## config.mk

```make
export PLATFORM = sky130hd
export DESIGN_NAME = apbspi_wm_fifo
export DESIGN_NICKNAME = d
export VERILOG_FILES = /design/src/rtl/apbspi_wm_fifo.sv
export SDC_FILE = /design/constraint.sdc
export NUM_CORES = 1
export LEC_CHECK = 0
export ABC_AREA = 1
export BUFFER_PORTS_ARGS = -buffer_cell sky130_fd_sc_hd__buf_2
export CAP_MARGIN = 5
export CELL_PAD_IN_SITES_DETAIL_PLACEMENT = 1
export CELL_PAD_IN_SITES_GLOBAL_PLACEMENT = 2
export CORE_AREA = 2 2 227 229
export CTS_CLUSTER_DIAMETER = 120
export DETAILED_ROUTE_END_ITERATION = 16
export DIE_AREA = 0 0 229 231
export PLACE_DENSITY_LB_ADDON = 0.1
export SYNTH_ARGS = -nofsm -noshare
export SYNTH_HDL_FRONTEND = slang
export SYNTH_SLANG_ARGS = --single-unit
```

## constraint.sdc

```tcl
create_clock -name clk -period 3.5 [get_ports clk]
set_input_delay 0.525 -clock clk [delete_from_list [all_inputs] [get_ports clk]]
set_output_delay 0.525 -clock clk [all_outputs]
set_load 0.05 [all_outputs]
```

## src/rtl/apbspi_wm_fifo.sv

```systemverilog
// Data FIFO between the APB register file and the SPI shift engine, with
// occupancy count, almost-full/empty watermarks, watermark event and sticky error flags.
module apbspi_wm_fifo #(
    parameter int unsigned WIDTH = 32,
    parameter int unsigned DEPTH = 16,
    parameter int unsigned LVL_W = $clog2(DEPTH) + 1
) (
    input  logic             clk,
    input  logic             nrst,
    input  logic             push,
    input  logic             pop,
    input  logic             flush,
    input  logic             err_clr,
    input  logic [WIDTH-1:0] write_data,
    input  logic [LVL_W-1:0] af_level,
    input  logic [LVL_W-1:0] ae_level,
    output logic [WIDTH-1:0] read_data,
    output logic [LVL_W-1:0] level,
    output logic             empty,
    output logic             full,
    output logic             almost_full,
    output logic             almost_empty,
    output logic             af_event,
    output logic             overflow,
    output logic             underflow
);

    localparam int unsigned PTR_W = $clog2(DEPTH);
    localparam logic [LVL_W-1:0] LVL_MAX = LVL_W'(DEPTH);

    // Reject depths the natural pointer wrap cannot represent.
    generate
        if (DEPTH < 2 || (DEPTH & (DEPTH - 1)) != 0 || LVL_W != PTR_W + 1) begin : g_param_check
            $error("apbspi_wm_fifo: DEPTH must be a power of two >= 2 and LVL_W = clog2(DEPTH)+1");
        end
    endgenerate

    logic [WIDTH-1:0] mem [DEPTH];

    logic [PTR_W-1:0] wr_ptr_q, wr_ptr_d;
    logic [PTR_W-1:0] rd_ptr_q, rd_ptr_d;
    logic [LVL_W-1:0] level_q, level_d;
    logic             af_event_q, af_event_d;
    logic             overflow_q, overflow_d;
    logic             underflow_q, underflow_d;

    logic push_ok;
    logic pop_ok;
    logic ovf_set;
    logic udf_set;

    // Status decoded from the occupancy register.
    assign empty        = (level_q == '0);
    assign full         = (level_q == LVL_MAX);
    assign almost_full  = (level_q >= af_level);
    assign almost_empty = (level_q <= ae_level);

    assign read_data = mem[rd_ptr_q];
    assign level     = level_q;
    assign af_event  = af_event_q;
    assign overflow  = overflow_q;
    assign underflow = underflow_q;

    // Next-state: accept rules, pointer/level update, watermark event, sticky errors.
    always_comb begin
        push_ok     = push & (~full | pop) & ~flush;
        pop_ok      = pop & ~empty & ~flush;
        ovf_set     = push & full & ~pop & ~flush;
        udf_set     = pop & empty & ~flush;
        wr_ptr_d    = wr_ptr_q;
        rd_ptr_d    = rd_ptr_q;
        level_d     = level_q;
        overflow_d  = overflow_q;
        underflow_d = underflow_q;

        if (flush) begin
            wr_ptr_d = '0;
            rd_ptr_d = '0;
            level_d  = '0;
        end else begin
            if (push_ok) begin
                wr_ptr_d = wr_ptr_q + PTR_W'(1);
            end
            if (pop_ok) begin
                rd_ptr_d = rd_ptr_q + PTR_W'(1);
            end
            case ({push_ok, pop_ok})
                2'b10:   level_d = level_q + LVL_W'(1);
                2'b01:   level_d = level_q - LVL_W'(1);
                default: level_d = level_q;
            endcase
        end

        // Only a rising crossing of the threshold by the level itself counts.
        af_event_d = ~flush & (level_q < af_level) & (level_d >= af_level);

        if (ovf_set) begin
            overflow_d = 1'b1;
        end else if (err_clr) begin
            overflow_d = 1'b0;
        end
        if (udf_set) begin
            underflow_d = 1'b1;
        end else if (err_clr) begin
            underflow_d = 1'b0;
        end
    end

    // Control state register.
    always_ff @(posedge clk or negedge nrst) begin
        if (!nrst) begin
            wr_ptr_q    <= '0;
            rd_ptr_q    <= '0;
            level_q     <= '0;
            af_event_q  <= 1'b0;
            overflow_q  <= 1'b0;
            underflow_q <= 1'b0;
        end else begin
            wr_ptr_q    <= wr_ptr_d;
            rd_ptr_q    <= rd_ptr_d;
            level_q     <= level_d;
            af_event_q  <= af_event_d;
            overflow_q  <= overflow_d;
            underflow_q <= underflow_d;
        end
    end

    // Storage is deliberately left out of reset.
    always_ff @(posedge clk) begin
        if (push_ok) begin
            mem[wr_ptr_q] <= write_data;
        end
    end

endmodule

```

==> results.md <==
* Final Hold Viols at 0
* Vias per cell at 5.335
* Final min period at 3.287 ns
* Clk sink count at 528
* Max incr delay on CP at 0.77 ns
* EDFF count, synth at 512
* Area grow syn2layout at 15.39%
* Grt ovf at 0
* Design Power at 0.01525 W
* Num CTS Buffers at 57
* Die area at 0.05290 mm²
* Min-delay src: err_clr
* Slew at the pin with the worst max-slew slack at 0.8635 ns
* CP max stage cell: dfrtp_4
* Cell with the most instances after synthesis: edfxtp_1
* R2R Setup Slk at 0.41 ns
* Synth Register Bits at 528
* Initial Util at 42.27%
* Max-slew violation total from the final report at 0
* Worst hold path type: in -> reg
* Post-synthesis sequential area ratio at 73.64%
* Reg2reg end: af_event
* Clock Skew at 0.02116 ns
* Fraction of registers with async set/reset at 3.030%
* Final nets at 1,922
* First-pass GRT wire length at 88.75 mm
* Max-slew headroom at 42.43%
* Largest net degree at the start of global routing at 157
* Clock-pin slew on the worst setup and hold paths at 0.06 ns
* Setup_tns at 0 ns
* Seq. cell area at 0.01579 mm²
* Synth top area share at 71.77%
* CTS tree: done
* CP Max Fanout at 38
* Outcome: finished clean
* Max VDD drop at 0.0004193 V
* Primary FF master, synth: edfxtp_1
* Cell taking the most area after synthesis: edfxtp_1
* Post-Place Cell Area at 0.02288 mm²
* Initial antenna violation count at 1
* Reg-to-reg critical path startpoint: level[0]
* H-tree depth at 2
* Via count at 13,749
* Global Route Usage Sum at 22.30%
* Unrepaired setup endpoints after global routing: false
* Setup-failing EPs final at 0
* R2R depth at 22
* Core region area at 0.05068 mm²
* Post-synth cell types at 31
* # rows at 83
* Multi-input gate area in the final layout at 0.005074 mm²
* Cells after Synth at 1,743
* Root buf cell: clkbuf_16
* Post-DR wirelength/cell at 23.03 µm
* DR pass1 iterations at 5
* DIE HEIGHT at 231 µm
* Max_cap viols at 0
* Worst path bufs/invs at 2
* Critical path arrival at 2.76 ns
* Cell Chain, Critical Path: buf_6, o21ai_0, o21ai_0, o21ai_1, nand2_1, buf_2
* Post-Syn Area per Cell at 12.29 µm²
* Most frequent CP cell: o21ai_0
* Worst setup SP type: register
* Cell Area, Synth at 0.02142 mm²
* Die W at 229 µm
* Max Buffers Root-to-Sink at 3
* Worst endpoint required time at 2.97 ns
* Leakage power at 8.694 nW
* Commonest cells in the netlist: edfxtp_1 (512), nand2_1 (361), nor2_1 (226), o21ai_0 (162), a21oi_1 (108)
* Hold endpoint: underflow
* YS warnings at 0
* DRC at 0
* Port bufs at 91
* CP endpoint kind: primary output
* Hold depth at 2
* Crit path max-delay family: flip-flops
* Worst skew pair latency at 0.63 ns
* Kind of critical path: reg -> out
* PwrDens at 616.7 mW/mm²
* Layout cells sized above 1 at 13.23%
* Fill cells at 5,330
* RePlAce Congestion at 0.7482
* Crit share post-route at 93.90%
* Fmax at 304.3 MHz
* Final WL at 59.35 mm
* Design area at 0.02472 mm²
* Vias in the first global route at 14,416
* Ports at 92
* Ranking of synthesized cells by area: edfxtp_1 (72%), nand2_1 (6.3%), nor2_1 (4.0%)
* HPWL after detailed placement at 31.93 mm
* Initial drt markers at 847
* Post-layout util at 48.78%
* Synth Net Count at 1,814
* Diodes inserted at 0
* Remaining antenna violation count at 0
[through the flow]
step / hold slack [ns] / setup slack (ns) / cells
2_1_floorplan: 0.2294 / 0.2302 / 1743
3_3_place_gp: 0.4769 / 0.3076 / 2466
3_5_place_dp: 0.4752 / 0.2368 / 2466
4_1_cts: 0.09491 / 0.005000 / 2572
5_1_grt: 0.1151 / 0.02235 / 2577
6_report: 0.1251 / 0.2134 / 2577
[cell families (layout without fill, tap and decap cells)]
group / after synthesis / count (layout) / synth area share (%)
AND/OR/NAND/NOR: 673 / 673 / 12.36
flip-flops: 528 / 528 / 73.64
AO/OA/AOI/OAI: 381 / 381 / 9.205
buffers and inverters: 134 / 288 / 3.288
adder cells (fa/ha/maj): 23 / 23 / 1.343
XOR/XNOR: 4 / 4 / 0.1636
[state kept, by name, summed over array words and instances, names as in the netlist]
name       count
wr_ptr_q       4
rd_ptr_q       4
af_event       1
level          5
overflow       1
underflow      1
mem          512
[worst max-delay path by stage]
stage / startpoint / end / slack, ns / cells past startpoint
2_1_floorplan: level[1] / af_event / 0.23 / 21
3_3_place_gp: level[0] / af_event / 0.31 / 22
3_5_place_dp: level[0] / af_event / 0.24 / 22
4_1_cts: rd_ptr_q[0] / read_data[4] / 0.005 / 8
5_1_grt: level[0] / af_event / 0.02 / 22
6_report: rd_ptr_q[1] / read_data[29] / 0.21 / 6
[worst reg2reg max path, delay by kind of cell (launching register included)]
kind	cells	cell delay (ns)
AND/OR/NAND/NOR	12	1.29
adder cells (fa/ha/maj)	3	0.65
flip-flops	1	0.43
AO/OA/AOI/OAI	3	0.37
buffers and inverters	4	0.24
[layout make-up]
| class | instances | share of cell area [%] |
|---|---|---|
| Inverter | 36 | 0.6529 |
| Sequential cell | 528 | 63.86 |
| Clock buffer | 75 | 6.170 |
| Tap cell | 680 | 3.442 |
| Timing Repair Buffer | 147 | 4.510 |
| Multi-Input combinational cell | 1081 | 20.52 |
| Clock inverter | 30 | 0.8402 |
[power by group]
part	leakage, nW	switching, W	internal [W]
combinational	3.02	0.00188	0.000623
clock	0.852	0.00246	0.00320
sequential	4.82	0.0000675	0.00701
[routing by layer]
layer | up-vias | global-route usage [%] | part of all wire [%]
met5 | - | 0 | 0.013
li1 | 6434 | - | -
met2 | 220 | 37.65 | 49
met1 | 7008 | 30.39 | 45
met3 | 85 | 3.508 | 3.8
met4 | 2 | 5.276 | 1.7
[repair_timing]
item                                    CTS  global route
setup buffers                             0             4
endpoints found under the setup margin    6            28
gates resized for setup                   1             9
hold endpoints to repair                 16             0
hold buffers                              1             0
gates cloned                              0             1
pin swaps                                 0             1
[placed cells by master (no fill, tap or decap), types with 11 or more instances in the layout]
cell / Yosys / layout
ha_1: 23 / 22
o21ai_1: 78 / 78
o21ai_0: 162 / 162
o211ai_1: 15 / 15
inv_1: 32 / 32
clkinv_2: 0 / 11
a31oi_1: 15 / 15
buf_12: 1 / 15
clkbuf_1: 36 / 16
clkbuf_16: 0 / 59
edfxtp_1: 512 / 512
buf_2: 35 / 91
nand3_1: 74 / 74
buf_4: 9 / 35
a21oi_1: 108 / 108
nor2_4: 1 / 17
nor2_1: 226 / 209
clkinv_1: 1 / 16
nand2_1: 361 / 359
dfrtp_1: 16 / 11
(Power assumes the default switching activity.)
